File: config.mk
export PLATFORM = sky130hd
export DESIGN_NAME = capture_sequencer
export DESIGN_NICKNAME = d
export VERILOG_FILES = /design/src/rtl/osc_pkg.sv /design/src/rtl/trig_detect.sv /design/src/rtl/capture_sequencer.sv
export SDC_FILE = /design/constraint.sdc
export NUM_CORES = 1
export LEC_CHECK = 0
export BUFFER_PORTS_ARGS = -buffer_cell sky130_fd_sc_hd__clkbuf_2
export CAP_MARGIN = 20
export CORE_UTILIZATION = 40
export DETAILED_ROUTE_END_ITERATION = 7
export GPL_ROUTABILITY_DRIVEN = 0
export PLACE_DENSITY_LB_ADDON = 0.2
export SLEW_MARGIN = 20
export SYNTH_ARGS = -nofsm -noshare
export SYNTH_HDL_FRONTEND = slang
export SYNTH_SLANG_ARGS = --single-unit
File: constraint.sdc
create_clock -name clock -period 3.2 [get_ports clock]
set_input_delay 0.48 -clock clock [delete_from_list [all_inputs] [get_ports clock]]
set_output_delay 0.48 -clock clock [all_outputs]
set_load 0.005 [all_outputs]
File: src/rtl/osc_pkg.sv
// Shared acquisition-path definitions used by the capture sequencer,
// the frame buffer and the VGA reader.
package osc_pkg;

    localparam int FRAME_DEPTH = 640;
    localparam int DATA_W      = 12;

    typedef enum logic [2:0] {
        IDLE,
        HOLDOFF,
        WAIT_TRIG,
        CAPTURE,
        DONE
    } cap_state_t;

    // Code 3 is reserved; it behaves exactly like NORMAL.
    typedef enum logic [1:0] {
        MODE_AUTO   = 2'd0,
        MODE_NORMAL = 2'd1,
        MODE_SINGLE = 2'd2,
        MODE_RSVD   = 2'd3
    } trig_mode_t;

endpackage

File: src/rtl/trig_detect.sv
// Level/slope trigger detector: remembers the last valid sample and flags a
// threshold crossing on the current valid sample.
module trig_detect #(
    parameter int DATA_W = osc_pkg::DATA_W
) (
    input  logic              clock,
    input  logic              reset,
    input  logic              sample_valid,
    input  logic [DATA_W-1:0] sample,
    input  logic [DATA_W-1:0] level,
    input  logic              slope,
    output logic              crossing
);

    logic [DATA_W-1:0] prev_sample;

    // NOTE: sequential state uses non-blocking assignments so every register
    // samples pre-edge values regardless of statement order.
    always_ff @(posedge clock or negedge reset) begin
        if (!reset) begin
            prev_sample <= '0;
        end else if (sample_valid) begin
            prev_sample <= sample;
        end
    end

    // slope 0 = rising through level, 1 = falling through level.
    always_comb begin
        crossing = 1'b0;
        if (sample_valid) begin
            if (slope) begin
                crossing = (prev_sample > level) && (sample <= level);
            end else begin
                crossing = (prev_sample < level) && (sample >= level);
            end
        end
    end

endmodule

File: src/rtl/capture_sequencer.sv
// Acquisition sequencer: arm, holdoff, trigger search, decimated capture into
// the frame buffer, then handoff to the reader until frame_ack.
module capture_sequencer #(
    parameter int FRAME_DEPTH  = osc_pkg::FRAME_DEPTH,
    parameter int DATA_W       = osc_pkg::DATA_W,
    parameter int AUTO_TIMEOUT = 200000
) (
    input  logic              clock,
    input  logic              reset,
    input  logic              sample_valid,
    input  logic [DATA_W-1:0] sample,
    input  logic [DATA_W-1:0] trig_level,
    input  logic              trig_slope,
    input  logic [1:0]        trig_mode,
    input  logic [7:0]        decim,
    input  logic [15:0]       holdoff,
    input  logic              arm,
    input  logic              stop,
    input  logic              frame_ack,
    output logic              wr_en,
    output logic [9:0]        wr_addr,
    output logic [DATA_W-1:0] wr_data,
    output logic              frame_ready,
    output logic              busy,
    output logic              auto_trig
);

    import osc_pkg::*;

    localparam int              TO_W      = (AUTO_TIMEOUT > 2) ? $clog2(AUTO_TIMEOUT) : 1;
    localparam logic [TO_W-1:0] TO_LAST   = TO_W'(AUTO_TIMEOUT - 1);
    localparam logic [9:0]      LAST_ADDR = 10'(FRAME_DEPTH - 1);

    cap_state_t        state;
    cap_state_t        next_state;

    // Per-frame configuration, frozen on every entry to HOLDOFF.
    trig_mode_t        mode_lat;
    logic [7:0]        decim_lat;
    logic [15:0]       holdoff_lat;
    logic [DATA_W-1:0] level_lat;
    logic              slope_lat;

    logic [15:0]       hold_cnt;
    logic [TO_W-1:0]   to_cnt;
    logic [7:0]        dec_cnt;
    logic [9:0]        addr_cnt;

    logic              crossing;
    logic              latch_cfg;
    logic              trig_fire;
    logic              trig_auto;
    logic              do_write;

    trig_detect #(
        .DATA_W (DATA_W)
    ) u_trig_detect (
        .clock        (clock),
        .reset        (reset),
        .sample_valid (sample_valid),
        .sample       (sample),
        .level        (level_lat),
        .slope        (slope_lat),
        .crossing     (crossing)
    );

    always_ff @(posedge clock or negedge reset) begin
        if (!reset) begin
            state <= IDLE;
        end else begin
            state <= next_state;
        end
    end

    // NOTE: every output of this block gets a default before the case so no
    // path leaves a signal unassigned, which would infer a latch.
    always_comb begin
        next_state = state;
        latch_cfg  = 1'b0;
        trig_fire  = 1'b0;
        trig_auto  = 1'b0;
        do_write   = 1'b0;
        case (state)
            IDLE: begin
                if (arm) begin
                    next_state = HOLDOFF;
                    latch_cfg  = 1'b1;
                end
            end
            HOLDOFF: begin
                if (hold_cnt == holdoff_lat) begin
                    next_state = WAIT_TRIG;
                end
            end
            WAIT_TRIG: begin
                // A genuine crossing takes priority over the AUTO timeout.
                if (crossing) begin
                    trig_fire = 1'b1;
                end else if (sample_valid && mode_lat == MODE_AUTO && to_cnt == TO_LAST) begin
                    trig_fire = 1'b1;
                    trig_auto = 1'b1;
                end
                if (trig_fire) begin
                    do_write   = 1'b1;
                    next_state = CAPTURE;
                end
            end
            CAPTURE: begin
                if (sample_valid && dec_cnt == 8'd0) begin
                    do_write = 1'b1;
                    if (addr_cnt == LAST_ADDR) begin
                        next_state = DONE;
                    end
                end
            end
            DONE: begin
                if (frame_ack) begin
                    if (mode_lat == MODE_SINGLE) begin
                        next_state = IDLE;
                    end else begin
                        next_state = HOLDOFF;
                        latch_cfg  = 1'b1;
                    end
                end
            end
            default: next_state = IDLE;
        endcase
        if (stop) begin
            next_state = IDLE;
            latch_cfg  = 1'b0;
            trig_fire  = 1'b0;
            trig_auto  = 1'b0;
            do_write   = 1'b0;
        end
    end

    always_ff @(posedge clock or negedge reset) begin
        if (!reset) begin
            mode_lat    <= MODE_AUTO;
            decim_lat   <= '0;
            holdoff_lat <= '0;
            level_lat   <= '0;
            slope_lat   <= 1'b0;
        end else if (latch_cfg) begin
            mode_lat    <= trig_mode_t'(trig_mode);
            decim_lat   <= decim;
            holdoff_lat <= holdoff;
            level_lat   <= trig_level;
            slope_lat   <= trig_slope;
        end
    end

    // Counters terminate on compare-equal, so none of them can wrap.
    always_ff @(posedge clock or negedge reset) begin
        if (!reset) begin
            hold_cnt <= '0;
            to_cnt   <= '0;
            dec_cnt  <= '0;
            addr_cnt <= '0;
        end else begin
            if (latch_cfg || stop) begin
                hold_cnt <= '0;
            end else if (state == HOLDOFF && sample_valid && hold_cnt != holdoff_lat) begin
                hold_cnt <= hold_cnt + 16'd1;
            end

            if (latch_cfg || stop) begin
                to_cnt <= '0;
            end else if (state == WAIT_TRIG && sample_valid && to_cnt != TO_LAST) begin
                to_cnt <= to_cnt + TO_W'(1);
            end

            if (stop) begin
                dec_cnt <= '0;
            end else if (do_write) begin
                dec_cnt <= decim_lat;
            end else if (state == CAPTURE && sample_valid) begin
                dec_cnt <= dec_cnt - 8'd1;
            end

            if (latch_cfg || stop) begin
                addr_cnt <= '0;
            end else if (do_write) begin
                addr_cnt <= addr_cnt + 10'd1;
            end
        end
    end

    // Write port is registered: wr_en, wr_addr and wr_data change together.
    always_ff @(posedge clock or negedge reset) begin
        if (!reset) begin
            wr_en       <= 1'b0;
            wr_addr     <= '0;
            wr_data     <= '0;
            frame_ready <= 1'b0;
            auto_trig   <= 1'b0;
        end else begin
            wr_en <= do_write;
            if (do_write) begin
                wr_addr <= addr_cnt;
                wr_data <= sample;
            end
            frame_ready <= (next_state == DONE);
            if (trig_fire) begin
                auto_trig <= trig_auto;
            end
        end
    end

    assign busy = (state != IDLE);

endmodule

Word-level counts from Yosys, hierarchy flattened
Cells that the tools add are included.
{"block": "totals", "out_inout_bits": 26, "word_cells": 91, "ff_bits": 131, "input_bits": 57}
{"block": "classes", "muxes": 37, "reduce_logical": 19, "magnitude_cmp": 4, "add_sub_neg": 4, "n_eq_ne": 11}
{"op": "2-to-1 mux 18 bit", "n": 2}
{"op": "2-to-1 mux 16 bit", "n": 2}
{"op": "2-to-1 mux 8 bit", "n": 3}
{"op": "2-to-1 mux 3 bit", "n": 7}
{"op": "2-to-1 mux 10 bit", "n": 2}
{"op": "adder 18 x 1 -> 18 bit (second input constant)", "n": 1}
{"op": "== test 18 bit (second input constant)", "n": 1}
{"op": "2-to-1 mux 1 bit", "n": 18}
{"op": "inequality test 18 bit (second input constant)", "n": 1}
{"op": "adder 16 x 1 -> 16 bit (second input constant)", "n": 1}
{"op": "== test 16 bit", "n": 1}
{"op": "inequality test 16 bit", "n": 1}
{"op": "case mux 3 bit (5 select lines)", "n": 1}
{"op": "greater-or-equal comparator 12 bit", "n": 1}
{"op": "> comparator 12 bit", "n": 1}
{"op": "less-or-equal comparator 12 bit", "n": 1}
{"op": "less-than comparator 12 bit", "n": 1}
{"op": "adder 10 x 1 -> 10 bit (second input constant)", "n": 1}
{"op": "== test 10 bit (second input constant)", "n": 1}
{"op": "logical AND 1 bit", "n": 10}
{"op": "logical NOT 8 bit", "n": 1}
{"op": "subtractor 8 x 1 -> 8 bit (second input constant)", "n": 1}
{"op": "== test 3 x 2 -> 1 bit (second input constant)", "n": 2}
{"op": "== test 3 bit (second input constant)", "n": 2}
{"op": "other kinds (8)", "n": 12}

Longest topological paths before layout
{"block": "depth", "depth_word": 11, "ltp_mapped": 12, "mapped_depth_nobuf": 10}

Modules after synthesis
Synthesis repeated with hierarchy kept, for this count alone.
{"block": "hier_totals", "cells_unflattened": 601, "hier_area_um2": 6655.1}
{"mod": "capture_sequencer", "area_each_um2": 5594.1, "seq_area_each_um2": 2977.9, "n_inst": 1, "cells_per_inst": 499}
{"mod": "trig_detect", "area_each_um2": 1061.0, "seq_area_each_um2": 300.3, "n_inst": 1, "cells_per_inst": 102}

Worst setup path after synthesis
Ideal clock, no wire load.
{"block": "synth_path", "kind": "in2reg", "from": "input sample[11]", "to": "register addr_cnt[6]", "setup_time_ns": 0.125, "path_stages": 10, "path_slack_ns": 0.543, "required_ns": 3.075, "n_path_buf": 1, "arrival_time_ns": 2.532, "cell_sequence": "ha_1 > a21oi_1 > o21ai_0 > o22ai_1 > a21oi_1 > o32ai_2 > o21ai_2 > buf_2 > nor3_1 > mux2_2"}
{"block": "synth_between", "elab_chain_len": 10}
{"element": "start, declared", "line_no": "capture_sequencer.sv:11", "rtl": "input logic [DATA_W-1:0] sample,"}
{"element": "greater-or-equal comparator 12 bit or less-or-equal comparator 12 bit (tied branches)", "line_no": "trig_detect.sv:34, trig_detect.sv:32"}
{"element": "logical AND 1 bit (on tied branches)", "line_no": "trig_detect.sv:34, trig_detect.sv:32"}
{"element": "2-to-1 mux 1 bit *", "line_no": "trig_detect.sv:31", "rtl": "if (slope) begin"}
{"element": "2-to-1 mux 1 bit *", "line_no": "trig_detect.sv:30", "rtl": "if (sample_valid) begin"}
{"element": "2-to-1 mux 1 bit *", "line_no": "capture_sequencer.sv:97", "rtl": "if (crossing) begin"}
{"element": "2-to-1 mux 1 bit *", "line_no": "capture_sequencer.sv:83", "rtl": "case (state)"}
{"element": "2-to-1 mux 1 bit *", "line_no": "capture_sequencer.sv:103", "rtl": "if (trig_fire) begin"}
{"element": "case mux 1 bit (2 select lines) *", "line_no": "capture_sequencer.sv:83"}
{"element": "2-to-1 mux 1 bit *", "line_no": "capture_sequencer.sv:128", "rtl": "if (stop) begin"}
{"element": "nonzero test 2 bit (no line) *"}
{"element": "end signal, assigned", "line_no": "capture_sequencer.sv:184", "rtl": "addr_cnt <= addr_cnt + 10'd1;"}
{"element": "end, declared", "line_no": "capture_sequencer.sv:47", "rtl": "logic [9:0] addr_cnt;"}
Mark *: on every way between the ends. The rest lies on a longest branch, timed or not. The select of a mux whose other input is x is not followed.
A chain may end at the register's enable or synchronous reset.

Final worst setup path
{"block": "layout_path", "from": "register level_lat[1]", "to": "register addr_cnt[1]"}
{"block": "layout_between", "elab_chain_len": 10}
{"element": "start, declared", "line_no": "capture_sequencer.sv:41", "rtl": "logic [DATA_W-1:0] level_lat;"}
{"element": "start signal, assigned", "line_no": "capture_sequencer.sv:148", "rtl": "level_lat <= trig_level;"}
{"element": "less-than comparator 12 bit, or another cell as far along", "line_no": "trig_detect.sv:34", "rtl": "crossing = (prev_sample < level) && (sample >= level);"}
{"element": "logical AND 1 bit (on tied branches)", "line_no": "trig_detect.sv:34, trig_detect.sv:32"}
{"element": "2-to-1 mux 1 bit *", "line_no": "trig_detect.sv:31"}
{"element": "2-to-1 mux 1 bit *", "line_no": "trig_detect.sv:30"}
{"element": "2-to-1 mux 1 bit *", "line_no": "capture_sequencer.sv:97"}
{"element": "2-to-1 mux 1 bit *", "line_no": "capture_sequencer.sv:83"}
{"element": "2-to-1 mux 1 bit *", "line_no": "capture_sequencer.sv:103"}
{"element": "case mux 1 bit (2 select lines) *", "line_no": "capture_sequencer.sv:83"}
{"element": "2-to-1 mux 1 bit *", "line_no": "capture_sequencer.sv:128"}
{"element": "nonzero test 2 bit (no line) *"}
Marks and branches as above.

==> impl_summary.txt <==
----------------------------------------------------
[Clocking]
  CTS Root Cell ... sky130_fd_sc_hd__clkbuf_16
  Clock-pin slew reported for the worst setup and hold paths after clock tree synthesis ... around 60 ps
  Clock buffer depth ... 2
  Inserted Clock Buffers ... 17
  Total of cells resized after clock tree synthesis ... 0
  Post-CTS Hold Buffers ... 0
  Clock insertion delay at the later pin of the skew report ... 430 ps
  Post-CTS Setup Inserts ... 0
  Clock tree from TritonCTS ... built
  Htree depth ... 4
  Sinks on Clock Net ... approximately 130

[Route]
  Total wire length ... between 10,000 and 15,000 um
  Count of nets left with antenna violations after detail routing ... 0
  First-pass iteration count of the detailed router ... 5
  Violation count after the first detailed-route iteration ... 247
  Routed wirelength normalized by instance count ... 15.4 um
  Total number of vias ... 4,806
  Vias/cell ... approximately 5.2
  Number of DRC violations after detailed routing ... 0

[Placement]
  Post-detail-place hpwl ... roughly 10,000 um
  Placed cell count ... ~900
  I/O Buffers ... 82

[Global routing]
  Grt ovf ... 0
  Largest net degree at the start of global routing ... 49
  Number of global-route vias before repair ... 4,884
  GRT Util Overall ... 0.183
  Global-route wire length before repair ... between 20,000 and 25,000 um
  Initial antenna violation count ... 0

[Worst setup path]
  FF-to-FF Start ... level_lat[1]
  Req. time, crit path ... between 3000 and 4000 ps
  Setup slack, reg-to-reg ... 490 ps
  Largest delay contributor family on the critical path ... compound AO/OA/AOI/OAI gates
  Master of the slowest instance on the critical path ... sky130_fd_sc_hd__a2111o_1
  Path type of the worst setup path ... reg2reg
  End of the worst register-to-register path ... addr_cnt[1]
  Worst Reg2Reg Path Length in Cells ... 12
  Cell mode on critical path ... sky130_fd_sc_hd__buf_4
  Worst path arrival time ... 3050 ps
  Nature of the critical path startpoint ... flop
  Maximum fanout count along the critical path ... 19
  Longest individual stage delay on the worst path ... roughly 400 ps
  CP Cell Sequence ... inv_1, ha_1, nor2b_1, o211ai_1, a211oi_1, a2111o_1, o32ai_2, buf_4, o21ai_1, buf_4, a21bo_2, a21oi_1
  Worst path bufs/invs ... 3
  Endpoint kind of the worst setup timing path ... flop

[Cells and area]
  Share of post-route cells with drive strength above 1 ... 0.273
  Sequential Area ... roughly 3300 um^2
  Most frequent standard cell in the layout excluding fill and tap cells ... sky130_fd_sc_hd__dfrtp_1
  Highest-count cells in the layout ignoring fill and taps ... sky130_fd_sc_hd__dfrtp_1 (131), sky130_fd_sc_hd__clkbuf_2 (81), sky130_fd_sc_hd__mux2_2 (59), sky130_fd_sc_hd__nor2_1 (57)
  Layout area overhead ... 20.2%
  Diode insertion count for antenna repair ... 0
  Number of inserted filler cells in the final layout ... between 1,000 and 1,500
  Area occupied by multi-input gates ... slightly above 3000 um^2
  Final non-filler cell total ... around 930
  Nets ... 785

[STA]
  Period utilisation layout ... 0.846
  Final setup viols ... 0
  Worst slew margin relative to its limit ... 0.699
  Final count of pins violating max slew ... 0
  Post-route clock skew ... around 11 ps
  Total negative slack for setup checks ... 0 ps
  Slew @ Worst Pin ... roughly 440 ps
  Hold violation count in the final report ... 0
  Minimum clock period ... roughly 2700 ps
  Maximum clock frequency ... 0.370 GHz
  RSZ-0062 raised after global routing ... no
  Worst-case hold slack ... between 15 and 20 ps

[Pwr]
  Total power draw ... approximately 4400 uW
  Power density over cell area ... about 560 nW/um^2
  Leakage component of the power ... ~0.0035 uW
  Worst vdd rail ir drop ... 370 uV

[Logic synthesis]
  Post-synth ARST share ... 1.00
  Synthesized instance count ... roughly 600
  Share of the yosys chip area belonging to registers ... 0.502
  Synthesized area divided by synthesized cell count ... about 11 um^2
  Synthesis Warnings ... 0
  Number of flops mapped to enable cells by yosys ... 0
  Net count of the mapped netlist ... about 700
  Cell area after technology mapping ... ~6500 um^2
  Post-synthesis cell type count ... 57
  Number of synthesized register bits ... 131
  Main synth FF type ... sky130_fd_sc_hd__dfrtp_1

[Floorplanning]
  Core Region ... about 16,000 um^2
  Initial core utilization ... 0.410
  FP Rows ... between 40 and 50
  Total die area ... 16,800 um^2
  Count of pins on the block boundary ... 83
  X dimension of the die ... between 100 and 150 um
  Die Ht ... approximately 130 um

[Hold path]
  Path type of the worst min-delay path ... in2async

[Job]
  Max-Cap Viols ... 0

[Outcome]
  Result of the run ... completed

----------------------------------------------------
flip-flops by register name, summed over array words and instances, names as in the netlist, 10 cells and up:
| register | count |
|---|---|
| hold_cnt | 16 |
| level_lat | 12 |
| addr_cnt | 10 |
| to_cnt | 18 |
| u_trig_detect.prev_sample | 12 |
| holdoff_lat | 16 |
| wr_addr | 10 |
| wr_data | 12 |
stage by stage:
| step | worst slack, ps | instance area [um^2] | utilization |
|---|---|---|---|
| global route | 308 | 7860 | 0.493 |
| CTS | 482 | 7860 | 0.493 |
| detailed placement | 488 | 7240 | 0.454 |
| floorplan | 543 | 6530 | - |
| finish | 494 | 7860 | 0.493 |
| global placement | 538 | 7240 | 0.454 |
worst reg2reg max path, cell delays in order (launching register included):
cell,delay [ps]
sky130_fd_sc_hd__dfrtp_1,370
sky130_fd_sc_hd__inv_1,110
sky130_fd_sc_hd__ha_1,250
sky130_fd_sc_hd__nor2b_1,140
sky130_fd_sc_hd__o211ai_1,240
sky130_fd_sc_hd__a211oi_1,120
sky130_fd_sc_hd__a2111o_1,400
sky130_fd_sc_hd__o32ai_2,170
sky130_fd_sc_hd__buf_4,200
sky130_fd_sc_hd__o21ai_1,70
sky130_fd_sc_hd__buf_4,220
sky130_fd_sc_hd__a21bo_2,210
sky130_fd_sc_hd__a21oi_1,130
area by class of cell:
| type | count | share of cell area |
|---|---|---|
| Timing Repair Buffer | 96 | 0.0675 |
| Sequential cell | 131 | 0.417 |
| Clock buffer | 22 | 0.0591 |
| Multi-Input combinational cell | 430 | 0.391 |
| Inverter | 24 | 0.0115 |
| Tap cell | 216 | 0.0344 |
| Clock inverter | 10 | 0.0197 |
synth_stat cells, types with 16 or more instances:
cell | instances | area [um^2]
sky130_fd_sc_hd__a21oi_1 | 37 | 185
sky130_fd_sc_hd__nand4_1 | 17 | 106
sky130_fd_sc_hd__o21ai_0 | 31 | 155
sky130_fd_sc_hd__nand3_1 | 16 | 80.1
sky130_fd_sc_hd__inv_1 | 24 | 90.1
sky130_fd_sc_hd__clkbuf_1 | 20 | 75.1
sky130_fd_sc_hd__dfrtp_1 | 131 | 3280
sky130_fd_sc_hd__ha_1 | 28 | 350
sky130_fd_sc_hd__nor2_1 | 57 | 214
sky130_fd_sc_hd__xnor2_1 | 33 | 289
sky130_fd_sc_hd__nand2_1 | 37 | 139
sky130_fd_sc_hd__xor2_1 | 22 | 193
sky130_fd_sc_hd__mux2_2 | 59 | 664
cells by family (layout without fill, tap and decap cells):
kind of cell               count (synthesis)  after routing  synth area share
AOI/OAI and AO/OA                         98             98            0.0910
and+or+nand+nor                          189            189             0.147
adders and majority gates                 28             28            0.0536
xor gates and xnor gates                  55             55            0.0737
buffers and inverters                     50            152            0.0297
muxes                                     60             60             0.103
DFF                                      131            131             0.502
per-layer routing:
layer / vias up / wire length, um / share of wire / GRT usage
met5: - / 0 / 0 / 0
met4: 0 / 261 / 0.018 / 0.0814
met2: 91 / 7050 / 0.49 / 0.308
li1: 2331 / - / - / -
met3: 21 / 558 / 0.039 / 0.0336
met1: 2363 / 6440 / 0.45 / 0.231
how the worst max path moves through the flow:
stage | end | start | slack [ps] | depth (start not counted)
6_report | addr_cnt[1] | level_lat[1] | 490 | 12
5_1_grt | addr_cnt[1] | level_lat[1] | 310 | 12
4_1_cts | addr_cnt[1] | level_lat[1] | 480 | 12
3_5_place_dp | addr_cnt[1] | sample[11] | 490 | 12
3_3_place_gp | addr_cnt[1] | level_lat[1] | 540 | 12
2_1_floorplan | addr_cnt[6] | sample[11] | 540 | 10
where the power goes:
group | internal, uW | switching [uW] | total (uW)
Sequential | 1780 | 75.7 | 1850
Clock | 1340 | 701 | 2040
Combinational | 254 | 284 | 538
Total | 3370 | 1060 | 4430
Note: power is estimated with default switching activity, not from simulation.
